**src/rtl/dff_pipe.sv**
```systemverilog
// dff_pipe: DEPTH-stage valid/ready register pipeline with bubble collapsing and synchronous flush.
// Define DFF_PIPE_OCC_EN to add the occ port (count of valid stages).
module dff_pipe #(
    parameter int DW    = 32,
    parameter int DEPTH = 2
) (
    input  logic          clk,
    input  logic          rst,
    input  logic          flush,
    input  logic          in_valid,
    output logic          in_ready,
    input  logic [DW-1:0] in_data,
    output logic          out_valid,
    input  logic          out_ready,
    output logic [DW-1:0] out_data
`ifdef DFF_PIPE_OCC_EN
    ,
    output logic [$clog2(DEPTH+1)-1:0] occ
`endif
);

    // Handshake: a transfer happens on an edge where valid and ready are both high;
    // valid never waits for ready, and out_data is held while out_valid & ~out_ready.

    logic [DEPTH-1:0] v;
    logic [DW-1:0]    d [DEPTH];
    logic [DEPTH-1:0] rdy;
    logic [DEPTH-1:0] up_v;
    logic [DW-1:0]    up_d [DEPTH];

    // A stage is ready when it or any stage downstream of it is empty, or the sink takes data.
    always_comb begin
        logic acc;
        acc = out_ready;
        rdy = '0;
        for (int i = DEPTH - 1; i >= 0; i--) begin
            acc    = acc | ~v[i];
            rdy[i] = acc;
        end
    end

    always_comb begin
        up_v    = '0;
        up_v[0] = in_valid & ~flush;
        up_d[0] = in_data;
        for (int i = 1; i < DEPTH; i++) begin
            up_v[i] = v[i-1];
            up_d[i] = d[i-1];
        end
    end

    assign in_ready  = rdy[0] & ~flush;
    assign out_valid = v[DEPTH-1];
    assign out_data  = d[DEPTH-1];

    always_ff @(posedge clk) begin
        if (rst) begin
            v <= '0;
            for (int i = 0; i < DEPTH; i++) begin
                d[i] <= '0;
            end
        end else if (flush) begin
            v <= '0;
        end else begin
            for (int i = 0; i < DEPTH; i++) begin
                if (rdy[i]) begin
                    v[i] <= up_v[i];
                    if (up_v[i]) begin
                        d[i] <= up_d[i];
                    end
                end
            end
        end
    end

`ifdef DFF_PIPE_OCC_EN
    localparam int OW = $clog2(DEPTH + 1);

    logic in_fire;
    logic out_fire;

    assign in_fire  = in_valid & in_ready;
    assign out_fire = v[DEPTH-1] & out_ready;

    // Tracks popcount(v) incrementally; flush and rst empty the pipe outright.
    always_ff @(posedge clk) begin
        if (rst || flush) begin
            occ <= '0;
        end else if (in_fire && !out_fire) begin
            occ <= occ + OW'(1);
        end else if (out_fire && !in_fire) begin
            occ <= occ - OW'(1);
        end
    end
`endif

endmodule

```
**config.mk**
```make
export PLATFORM = sky130hd
export DESIGN_NAME = dff_pipe
export DESIGN_NICKNAME = d
export VERILOG_FILES = /design/src/rtl/dff_pipe.sv
export SDC_FILE = /design/constraint.sdc
export NUM_CORES = 1
export LEC_CHECK = 0
export BUFFER_PORTS_ARGS = -buffer_cell sky130_fd_sc_hd__buf_2
export CAP_MARGIN = 20
export CORE_UTILIZATION = 25
export DETAILED_ROUTE_END_ITERATION = 10
export SLEW_MARGIN = 0
export SYNTH_ARGS = -nofsm -noshare
export SYNTH_HDL_FRONTEND = slang
export SYNTH_SLANG_ARGS = --single-unit
```
**constraint.sdc**
```tcl
create_clock -name clk -period 2.8 [get_ports clk]
set_input_delay 0 -clock clk [delete_from_list [all_inputs] [get_ports clk]]
set_output_delay 0 -clock clk [all_outputs]
set_load 0.02 [all_outputs]
```
==> results list <==
- Status: finished with violations
- The checks that failed: DRC.
* CP startpoint kind: flip-flop
* Leakage: around 1.3 nW
* Synth area leaders: sky130_fd_sc_hd__edfxtp_1, sky130_fd_sc_hd__nor4b_2, sky130_fd_sc_hd__buf_4
- The initial antenna violation count was 0.
- Measured against its own limit, the worst slew margin works out to 34.86%.
- Count of mapped cells out of synthesis: 195
* Sink count of the clock tree: 66
- Combinational family with the most area after synthesis: simple AND/OR/NAND/NOR gates
- Wire length of the first global-routing pass: between 9 and 10 mm
* Antenna violation net count after detailed routing: 0
- STA puts the critical path data required time at 2.83 ns.
- The longest clock path from root to sink contains 2 buffers.
- Routed len/inst: around 14 microns
- Proportion of layout cells with a drive suffix above 1: between 50% and 60%
* CTS tree: yes
- Data on the critical path arrives at its endpoint at approximately 1.8 ns.
- Counting instances in the post-synthesis netlist gives the leading cell types as sky130_fd_sc_hd__edfxtp_1, sky130_fd_sc_hd__nor4b_2, sky130_fd_sc_hd__buf_4.
* Mapped Nets: about 230
- The floorplan step set the die width to about 120 microns.
- Fill cells in the final layout number roughly 1.3k.
* Slew @ Worst Pin: just under 1 ns
* Crit Path Max Fanout: 36
* Cell taking the most area after synthesis: sky130_fd_sc_hd__edfxtp_1
- For this block, the routed nets add up to between 5 and 6 mm of wire.
- After synthesis, the share of cell area in mux cells is 0%.
* Number of resized instances in the post-cts repair step: 0
* Final GP Congestion: approximately 0.64
- GRT Overall Usage: 9.520%
- The via count of the first global-routing pass came to about 1.6k.
* Simple logic cell fraction of the synthesized area: about a quarter
- Setup Buffers After CTS: 0
* Clock slew at reported path FFs: ~0.050 ns
- Setup repair after global routing missed its margin: false
- In the synthesized netlist the dominant register cell turns out to be sky130_fd_sc_hd__edfxtp_1.
* Number of enable flip-flop cells after synthesis: between 60 and 70
- Vias after detailed routing: ~1.7k
- The worst-case IR drop observed on VDD is 0.2041 mV.
* Chip Height: ~120 microns
- The repair_antennas step left the layout with diodes totalling 0.
* Via density: just over 4
- Most numerous cell in the Yosys netlist: sky130_fd_sc_hd__edfxtp_1
* Num CTS Buffers: 9
* H-Tree Level Count: 3
- The routed design could run at a clock period as short as 1.722 ns.
- Syn avg cell area: around 17 sq um
- between 70 and 80 I/O pins were placed.
* Register area share after synthesis: roughly three fifths
- Insertion delay to the later sink of the worst-skew pair: ~0.32 ns
- Input and output buffers added on the ports amount to 70.
- Reg area: a little under 2000 sq um
- Critical Path End Type: flip-flop
- Aggregate global routing overflow: 0
- For this run, the detailed router's first-pass iteration total came to 7.
- Static timing analysis puts the maximum clock frequency at a little under 0.6 GHz.
- In the final design database the tool counted ~270 nets.
- In the final timing run, aggregate negative setup slack is 0 ns.
- For this design the ratio of total power to cell area is about 630 nW/um^2.
- On the final layout, the worst hold slack is ~0.051 ns.
- The die covers 13,360 sq um.
* Final Skew: around 0.0066 ns
- The number of hold violations in the final report is 0.
- The synthesized netlist devotes 0% of its cell area to XOR and XNOR gates.
- The worst setup path is of the flip-flop to flip-flop kind.
- Summing the areas of all fa, ha and maj instances in the mapped netlist gives 0% of the synthesized area.
- Distinct cell type count after synthesis: 17
- Root Buffer: sky130_fd_sc_hd__clkbuf_16
- Starting DRT DRC Count: 80
- Hold/Removal Path Class: input pin to flip-flop
* Pin count of the biggest net entering global routing: between 60 and 70
- Initial Util: 25.55%
* Fraction of post-synthesis cell area in the top cell type by area: around three fifths
* Share of flip-flops with an asynchronous set or reset after synthesis: 0%
- Area taken by multi-input logic gates: roughly 890 sq um
- Summing every instance area after synthesis gives 3224 sq um.
* Compound-Gate Fraction of Synth Area: less than 1%
- Setup violations remaining at the end of the flow were counted as 0.
- From synthesis to final layout, the design area changed by 16.30%.
* Placeable core region: around 13,000 sq um
- Final clock period utilization by the worst path: about three fifths
- Across the run, the number of max-cap violations was 0.
- The floorplan has 41 rows.
- Yosys printed 0 warnings.
- Number of DRC violations after detailed routing: 2
- Half-perimeter wire length after detailed placement: 3.416 mm
- Pins over their slew limit: 0
- Number of synthesized register bits: between 60 and 70
[placed cells by master (no fill, tap or decap)]
| cell type | Yosys | layout |
|---|---|---|
| sky130_fd_sc_hd__buf_2 | 9 | 70 |
| sky130_fd_sc_hd__edfxtp_1 | 64 | 64 |
| sky130_fd_sc_hd__nor4b_2 | 38 | 38 |
| sky130_fd_sc_hd__nor4b_1 | 26 | 26 |
| sky130_fd_sc_hd__clkbuf_16 | 0 | 9 |
| sky130_fd_sc_hd__clkbuf_1 | 3 | 5 |
| sky130_fd_sc_hd__buf_4 | 34 | 3 |
| sky130_fd_sc_hd__nand2b_1 | 2 | 2 |
| sky130_fd_sc_hd__inv_1 | 2 | 2 |
| sky130_fd_sc_hd__dlygate4sd3_1 | 0 | 2 |
| sky130_fd_sc_hd__dfxtp_1 | 2 | 2 |
| sky130_fd_sc_hd__and3b_4 | 0 | 1 |
| sky130_fd_sc_hd__o21bai_4 | 0 | 1 |
| sky130_fd_sc_hd__a31o_2 | 1 | 1 |
| sky130_fd_sc_hd__nor2_1 | 2 | 1 |
| sky130_fd_sc_hd__or2_4 | 0 | 1 |
| sky130_fd_sc_hd__nor2_4 | 0 | 1 |
| sky130_fd_sc_hd__o21ba_2 | 1 | 1 |
| sky130_fd_sc_hd__a21oi_1 | 1 | 1 |
| sky130_fd_sc_hd__clkbuf_8 | 0 | 1 |
| sky130_fd_sc_hd__clkinv_2 | 0 | 1 |
| sky130_fd_sc_hd__buf_12 | 0 | 1 |
[final cells by class]
| cell class | instances | area share (%) |
|---|---|---|
| timing repair buffer | 76 | 11.01 |
| clock inverter | 1 | 0.1335 |
| sequential | 66 | 52.32 |
| clock buffer | 15 | 6.874 |
| multi-input combinational | 74 | 23.72 |
| tap | 172 | 5.739 |
| inverter | 2 | 0.2002 |
[registers in the layout, summed over array words and instances (netlist names)]
name and cells:
v 2, d 64
[power breakdown]
part	switching [W]	leakage [nW]	internal, W
sequential	0.0000133	0.690	0.00115
combinational	0.000126	0.471	0.0000786
clock	0.000383	0.128	0.000623
[worst max-delay path, cell delays in order (launching register included)]
cell and delay (ns):
sky130_fd_sc_hd__dfxtp_1 0.41, sky130_fd_sc_hd__and3b_4 0.58, sky130_fd_sc_hd__buf_12 0.30, sky130_fd_sc_hd__nor4b_1 0.09
[routing by layer]
layer | up-vias | global-route usage (%) | share of wire (%)
met3 | 8 | 3.766 | 5.8
met4 | 0 | 4.675 | 1.8
met2 | 48 | 14.01 | 45
li1 | 803 | - | -
met5 | - | 0 | 0
met1 | 798 | 12.13 | 47
[worst paths after layout]
check                                  from       end  slack, ns  cells after the start
worst max-delay path                   v[0]  d[0][58]       1.08                      3
worst min register to register         v[0]      v[1]       0.51                      2
worst min-delay path            in_data[16]  d[0][16]       0.05                      2
worst max register to register         v[0]  d[0][58]       1.08                      3
[kinds of logic (layout without fill, tap and decap cells)]
group                  after synthesis  in the layout
flip-flops                          66             66
AND/OR/NAND/NOR                     70             70
buffers and inverters               55             94
AO/OA/AOI/OAI                        4              4
[through the flow]
stage | worst slack (ns) | instances | utilization, % | cell area [sq um] | power [W]
after floorplan | 0.5525 | 195 | - | 3228 | 0.001347
after global placement | 1.114 | 388 | 27.47 | 3467 | 0.001383
after detailed placement | 1.071 | 388 | 27.47 | 3467 | 0.001388
after CTS | 1.058 | 406 | 29.71 | 3750 | 0.002410
after global routing | 0.9792 | 406 | 29.71 | 3750 | 0.002464
final | 1.078 | 406 | 29.71 | 3750 | 0.002372
[what timing repair did]
item	in CTS	in global routing
hold endpoints to repair	2	0
endpoints found under the setup margin	0	0
hold buffers	2	0
Note: power is estimated with default switching activity, not from simulation.
